`src/rtl/pc_ctrl_pkg.sv`:
```
// pc_ctrl_pkg: types and constants shared by the fetch sequencing controller.
//   pc_state_e   : controller state (BOOT, RUN, DRAIN)
//   redir_src_e  : pipeline stage that produced a redirect (none, ID, EX)
//   DEFAULT_RESET_PC : first fetch address used when the top is not overridden
package pc_ctrl_pkg;

  typedef enum logic [1:0] {
    BOOT  = 2'd0,
    RUN   = 2'd1,
    DRAIN = 2'd2
  } pc_state_e;

  typedef enum logic [1:0] {
    SRC_NONE = 2'd0,
    SRC_ID   = 2'd1,
    SRC_EX   = 2'd2
  } redir_src_e;

  localparam logic [31:0] DEFAULT_RESET_PC = 32'h0000_0000;

endpackage

```
`src/rtl/npc_select.sv`:
```
// npc_select: combinational priority mux over the redirect sources.
//   branch_e/branch_target : taken branch from EX   (highest priority)
//   jalr_e/jalr_target     : JALR from EX
//   jal_d/jal_target       : JAL from ID            (lowest priority)
//   valid  : some redirect is requested this cycle
//   source : stage class of the winning redirect
//   target : winning target with bits [1:0] cleared
module npc_select
  import pc_ctrl_pkg::*;
#(
  parameter int XLEN = 32
) (
  input  logic            branch_e,
  input  logic [XLEN-1:0] branch_target,
  input  logic            jalr_e,
  input  logic [XLEN-1:0] jalr_target,
  input  logic            jal_d,
  input  logic [XLEN-1:0] jal_target,
  output logic            valid,
  output redir_src_e      source,
  output logic [XLEN-1:0] target
);

  logic [XLEN-1:0] raw_target;

  // EX redirects come from older instructions than the one in ID, so they win.
  always_comb begin
    valid      = 1'b0;
    source     = SRC_NONE;
    raw_target = '0;
    if (branch_e) begin
      valid      = 1'b1;
      source     = SRC_EX;
      raw_target = branch_target;
    end else if (jalr_e) begin
      valid      = 1'b1;
      source     = SRC_EX;
      raw_target = jalr_target;
    end else if (jal_d) begin
      valid      = 1'b1;
      source     = SRC_ID;
      raw_target = jal_target;
    end
  end

  assign target = {raw_target[XLEN-1:2], 2'b00};

endmodule

```
`src/rtl/pc_redirect_ctrl.sv`:
```
// pc_redirect_ctrl: fetch-stage PC sequencer.
//   Owns the PC register, applies redirects from EX/ID, runs the instruction
//   memory request, holds a redirect that arrives while a fetch is still
//   outstanding, and raises the IF/ID and ID/EX flushes a redirect needs.
// Ports:
//   CPU_CLK, CPU_RST_N           : clock, asynchronous active-low reset
//   BranchE/BranchTarget         : taken branch resolved in EX
//   JalrE/JalrTarget             : JALR resolved in EX
//   JalD/JalTarget               : JAL decoded in ID
//   StallF                       : hazard-unit fetch stall
//   ImemReq/ImemAddr/ImemReady   : instruction memory request port
//   PCF                          : current fetch PC
//   FetchValid                   : word entering IF/ID is valid
//   FlushD/FlushE                : flush IF/ID and ID/EX
//   RedirectPend                 : a latched redirect waits for the fetch to drain
//   dbg_state                    : current controller state, for observation
//
// Memory handshake: ImemReq is a request-valid that stays high with ImemAddr
// stable until ImemReady is seen high in the same cycle; that cycle completes
// the fetch and the address may change on the following edge.
module pc_redirect_ctrl
  import pc_ctrl_pkg::*;
#(
  parameter int                XLEN     = 32,
  parameter logic [XLEN-1:0]   RESET_PC = XLEN'(DEFAULT_RESET_PC)
) (
  input  logic            CPU_CLK,
  input  logic            CPU_RST_N,
  input  logic            BranchE,
  input  logic [XLEN-1:0] BranchTarget,
  input  logic            JalrE,
  input  logic [XLEN-1:0] JalrTarget,
  input  logic            JalD,
  input  logic [XLEN-1:0] JalTarget,
  input  logic            StallF,
  input  logic            ImemReady,
  output logic            ImemReq,
  output logic [XLEN-1:0] ImemAddr,
  output logic [XLEN-1:0] PCF,
  output logic            FetchValid,
  output logic            FlushD,
  output logic            FlushE,
  output logic            RedirectPend,
  output pc_state_e       dbg_state
);

  pc_state_e       state_q, state_d;
  logic [XLEN-1:0] pcf_q, pcf_d;
  logic [XLEN-1:0] pend_tgt_q, pend_tgt_d;
  redir_src_e      pend_src_q, pend_src_d;

  logic            sel_valid;
  redir_src_e      sel_src;
  logic [XLEN-1:0] sel_tgt;
  logic            ex_replaces_id;

  npc_select #(.XLEN(XLEN)) u_npc_select (
    .branch_e      (BranchE),
    .branch_target (BranchTarget),
    .jalr_e        (JalrE),
    .jalr_target   (JalrTarget),
    .jal_d         (JalD),
    .jal_target    (JalTarget),
    .valid         (sel_valid),
    .source        (sel_src),
    .target        (sel_tgt)
  );

  // While draining, only an EX redirect may displace a pending ID redirect:
  // the EX instruction is older, so the JAL in ID is on a wrong path.
  assign ex_replaces_id = sel_valid && (sel_src == SRC_EX) && (pend_src_q == SRC_ID);

  always_ff @(posedge CPU_CLK or negedge CPU_RST_N) begin
    if (!CPU_RST_N) begin
      state_q    <= BOOT;
      pcf_q      <= RESET_PC;
      pend_tgt_q <= '0;
      pend_src_q <= SRC_NONE;
    end else begin
      state_q    <= state_d;
      pcf_q      <= pcf_d;
      pend_tgt_q <= pend_tgt_d;
      pend_src_q <= pend_src_d;
    end
  end

  always_comb begin
    state_d      = state_q;
    pcf_d        = pcf_q;
    pend_tgt_d   = pend_tgt_q;
    pend_src_d   = pend_src_q;
    ImemReq      = 1'b0;
    FetchValid   = 1'b0;
    FlushD       = 1'b0;
    FlushE       = 1'b0;
    RedirectPend = 1'b0;

    unique case (state_q)
      BOOT: begin
        // Pipeline registers are still holding reset garbage: flush both.
        FlushD  = 1'b1;
        FlushE  = 1'b1;
        state_d = RUN;
      end

      RUN: begin
        ImemReq = 1'b1;
        if (sel_valid) begin
          // A redirect overrides StallF; the word fetched this cycle is dropped.
          FlushD = 1'b1;
          FlushE = (sel_src == SRC_EX);
          if (ImemReady) begin
            pcf_d = sel_tgt;
          end else begin
            // The memory is still working on PCF; keep the address stable
            // and remember where to go once it answers.
            pend_tgt_d = sel_tgt;
            pend_src_d = sel_src;
            state_d    = DRAIN;
          end
        end else begin
          FetchValid = ImemReady & ~StallF;
          if (ImemReady && !StallF) begin
            pcf_d = pcf_q + XLEN'(4);
          end
        end
      end

      DRAIN: begin
        ImemReq      = 1'b1;
        FlushD       = 1'b1;
        RedirectPend = 1'b1;
        if (ex_replaces_id) begin
          FlushE     = 1'b1;
          pend_tgt_d = sel_tgt;
          pend_src_d = SRC_EX;
        end
        if (ImemReady) begin
          // The returned word belongs to the abandoned path and is discarded.
          pcf_d      = ex_replaces_id ? sel_tgt : pend_tgt_q;
          pend_tgt_d = '0;
          pend_src_d = SRC_NONE;
          state_d    = RUN;
        end
      end

      default: begin
        state_d = BOOT;
      end
    endcase
  end

  assign PCF       = pcf_q;
  assign ImemAddr  = pcf_q;
  assign dbg_state = state_q;

endmodule

```
`config.mk`:
```
export PLATFORM = sky130hd
export DESIGN_NAME = pc_redirect_ctrl
export DESIGN_NICKNAME = d
export VERILOG_FILES = /design/src/rtl/pc_ctrl_pkg.sv /design/src/rtl/npc_select.sv /design/src/rtl/pc_redirect_ctrl.sv
export SDC_FILE = /design/constraint.sdc
export NUM_CORES = 1
export LEC_CHECK = 0
export CORE_MARGIN = 2
export CORE_UTILIZATION = 50
export DETAILED_ROUTE_END_ITERATION = 10
export GPL_TIMING_DRIVEN = 0
export PLACE_DENSITY = 0.91
export SKIP_CTS_REPAIR_TIMING = 1
export SYNTH_ARGS = -nofsm -noshare
export SYNTH_HDL_FRONTEND = slang
export SYNTH_SLANG_ARGS = --single-unit
```
`constraint.sdc`:
```
create_clock -name CPU_CLK -period 5.3 [get_ports CPU_CLK]
set_input_delay 0.795 -clock CPU_CLK [delete_from_list [all_inputs] [get_ports CPU_CLK]]
set_output_delay 0.795 -clock CPU_CLK [all_outputs]
set_load 0.01 [all_outputs]
```
==> flow_metrics.tcl <==
set metrics [dict create \
    setup_viol 0 \
    ir_drop_mv 0.3149 \
    first_global_vias 5915 \
    grt_antenna_before_repair 0 \
    cpPeakStageDelay_ns 0.57 \
    seq_area_frac_synth_pct 33.20 \
    cts_made_buffers 9 \
    yosys_warnings 0 \
    reg2regPathDepth 9 \
    p_per_area_nw_per_um2 488.5 \
    diodes 0 \
    placed_cells 926 \
    cts_htree_levels 3 \
    tightest_slew_ns 1.042 \
    rr_startpoint "dbg_state[0]" \
    skew_ns 0.008928 \
    clkLatencyLatePin_ns 0.36 \
    wl_um 19870 \
    synth_edf_count 0 \
    first_pass_iters 5 \
    crit_path_start_kind "flop" \
    leakage_nw 2.870 \
    clock_path_buffers 2 \
    p_total_mw 3.490 \
    grt_max_degree 69 \
    end_kind "output pin" \
    io_pins 174 \
    vias 6121 \
    area_growth_pct 39.40 \
    tns_ns 0 \
    multi_input_area_um2 2912 \
    layout-drive-gt1-share_pct 10.27 \
    cts_sinks 68 \
    port_buffers 167 \
    grt.overflow.total 0 \
    setup.worst_path.start "dbg_state[0]" \
    min_period_over_period_pct 72.57 \
    syn_area_um2 5125 \
    post_synth_num_cell_types 64 \
    hold_class "reg2reg" \
    core_area_um2 9864 \
    crit_chain "inv_1 > ha_1 > buf_2 > clkbuf_1 > a21oi_1 > nor2_1 > nor2_1 > nor2_1 > clkdlybuf4s50_1" \
    ys.flop_type "dfrtp_1" \
    cts_tree "done" \
    seq_area_um2 1702 \
    die_h_um 105.2 \
    fin_ws_ns 1.454 \
    drc 0 \
    synthCells 626 \
    dieArea_um2 11080 \
    routedWlPerCell_um 21.12 \
    finalCriticalPeriod_ns 3.846 \
    slew_headroom_pct 30.22 \
    grt_pass1_wl_um 31210 \
    dp_slack_ns 1.691 \
    die_x_um 105.2 \
    worstPathArrival_ns 3.05 \
    cts-root-buf "clkbuf_8" \
    grt_usage_pct 35.88 \
    path_common_cell "nor2_1" \
    n_fill_cell 779 \
    path_buf_inv 4 \
    drv_slew 0 \
    synthArstFlopShare_pct 100.0 \
    cap_violations 0 \
    start_util_pct 51.95 \
    synth_fp_nets 735 \
    hpwlAfterDp_um 14890 \
    syn_area_per_cell_um2 8.187 \
    gp_congestion 0.9791 \
    path_delay_family "buffers and inverters" \
    crit_required_ns 4.51 \
    layout.cells.non_filler 941 \
    dr.first_iter.drc_count 847 \
    r2r_slack_ns 2.49 \
    final_hold_viol_count 0 \
    synth-seq-cells 68 \
    path_class "reg2out" \
    rsz0062_at_grt "no" \
    hold-path-cell-count 1 \
    crit_slowest_cell "clkbuf_1" \
    min_to "pend_tgt_q[29]" \
    final_nets 913 \
    run_status "finished clean" \
    max_freq_mhz 260.0 \
    fp-row-count 36 \
    ant_nets 0 \
    crit_fanout 10 \
    regToRegEndpoint "ImemAddr[5]" \
    min_from "pend_tgt_q[29]" \
    clk_pin_slew_ns 0.07 \
    timing.hold.ws_ns 0.4832 \
    routed_via_density 6.505 \
]
-- worst register-to-register path, cell delays in order (launching register included) --
cell and delay, ns:
dfrtp_1 0.45, inv_1 0.11, ha_1 0.23, buf_2 0.29, clkinv_1 0.33, nand2_1 0.38
clkbuf_1 0.42, nor2_1 0.10, a221oi_1 0.27, o21ai_1 0.09
-- registers in the layout (all words and copies together) (netlist names) --
register	flops
pend_src_q	2
ImemAddr	32
pend_tgt_q	32
dbg_state	2
-- final cells by class --
type,instances,share of cell area (%)
sequential,68,23.82
timing repair buffer,167,23.36
clock inverter,2,0.4904
multi-input combinational,464,40.75
clock buffer,13,2.084
inverter,13,0.6830
buffer,81,6.480
tap,133,2.329
-- where the power goes --
group / leakage [nW] / switching [mW] / internal, mW
sequential: 0.828 / 0.287 / 0.751
combinational: 1.95 / 0.985 / 1.03
clock: 0.0935 / 0.206 / 0.228
-- logic make-up (layout without fill, tap and decap cells) --
logic type               Yosys count  after routing  share of synthesized area [%]
AO/OA/AOI/OAI                    268            268                          35.69
XOR/XNOR                           3              3                         0.5128
adder cells (fa/ha/maj)            6              6                          1.465
buffers and inverters             94            276                          9.985
flip-flops                        68             68                          33.20
multiplexers                       4              4                         0.7813
AND/OR/NAND/NOR                  183            183                          18.36
-- layer usage --
metal / vias to the layer above / GRT usage, % / share of wire, %
met5: - / 0 / 0
met4: 0 / 19.33 / 4.0
met3: 83 / 6.803 / 10
met2: 475 / 56.41 / 46
met1: 2860 / 46.69 / 39
li1: 2703 / - / -
-- worst max path at each step --
stage | to | slack (ns) | depth (start not counted)
2_1_floorplan | FetchValid | 2.70 | 4
3_3_place_gp | ImemAddr[23] | 1.07 | 1
3_5_place_dp | FetchValid | 1.69 | 6
4_1_cts | FlushE | 1.48 | 9
5_1_grt | FlushE | 1.31 | 9
6_report | FlushE | 1.45 | 9
-- cells in the final DEF (no fill, tap or decap), drive strengths merged, types with 7 or more instances in the layout --
cell type,synthesis,routed
nand4,14,14
a21boi,7,7
dfrtp,68,68
a21oi,56,56
inv,12,12
a22o,23,23
a31oi,9,9
a211oi,11,11
clkbuf,22,35
o211ai,8,8
o21ai,56,56
a2bb2oi,7,7
o31ai,9,9
nand3b,14,14
buf,59,60
nor2,28,28
o2bb2ai,7,7
clkdlybuf4s50,0,166
a22oi,13,13
a221oi,13,13
a21o,17,17
nand2,72,72
nand3,21,21
-- metrics by stage --
stage          instance area, µm²  util (%)
2_1_floorplan                5125         -
3_3_place_gp                 6963     70.59
3_5_place_dp                 6960     70.56
4_1_cts                      7144     72.43
5_1_grt                      7144     72.43
6_report                     7144     72.43
-- cells in the mapped netlist (2+ instances only) --
cell type / instances / area share [%]
nand2_1: 71 / 5.2
dfrtp_1: 68 / 33
a21oi_1: 55 / 5.4
o21ai_0: 53 / 5.2
buf_4: 35 / 5.1
nor2_1: 26 / 1.9
a22o_1: 23 / 3.9
buf_2: 22 / 2.1
clkbuf_1: 22 / 1.6
nand3_1: 21 / 2.1
a21o_1: 17 / 2.5
nand3b_1: 14 / 2.1
a221oi_1: 13 / 2.2
a22oi_1: 13 / 1.9
inv_1: 12 / 0.88
nand4_1: 12 / 1.5
a211oi_1: 11 / 1.6
a31oi_1: 9 / 1.1
o31ai_1: 9 / 1.3
o211ai_1: 8 / 1.2
a21boi_0: 7 / 1.0
a2bb2oi_1: 7 / 1.2
o2bb2ai_1: 7 / 1.2
a221o_1: 6 / 1.2
a32oi_1: 6 / 1.0
ha_1: 6 / 1.5
nand2b_1: 5 / 0.61
nor3_1: 5 / 0.49
and3_1: 4 / 0.49
mux2i_1: 4 / 0.78
nor4_1: 4 / 0.49
o22ai_1: 4 / 0.49
a32o_1: 3 / 0.59
and4_1: 3 / 0.51
o21ai_1: 3 / 0.29
o22a_1: 3 / 0.51
a211o_1: 2 / 0.34
a31o_2: 2 / 0.34
and2_1: 2 / 0.24
buf_1: 2 / 0.15
nor2b_1: 2 / 0.24
or3_1: 2 / 0.24
xor2_1: 2 / 0.34
(Power assumes the default switching activity.)
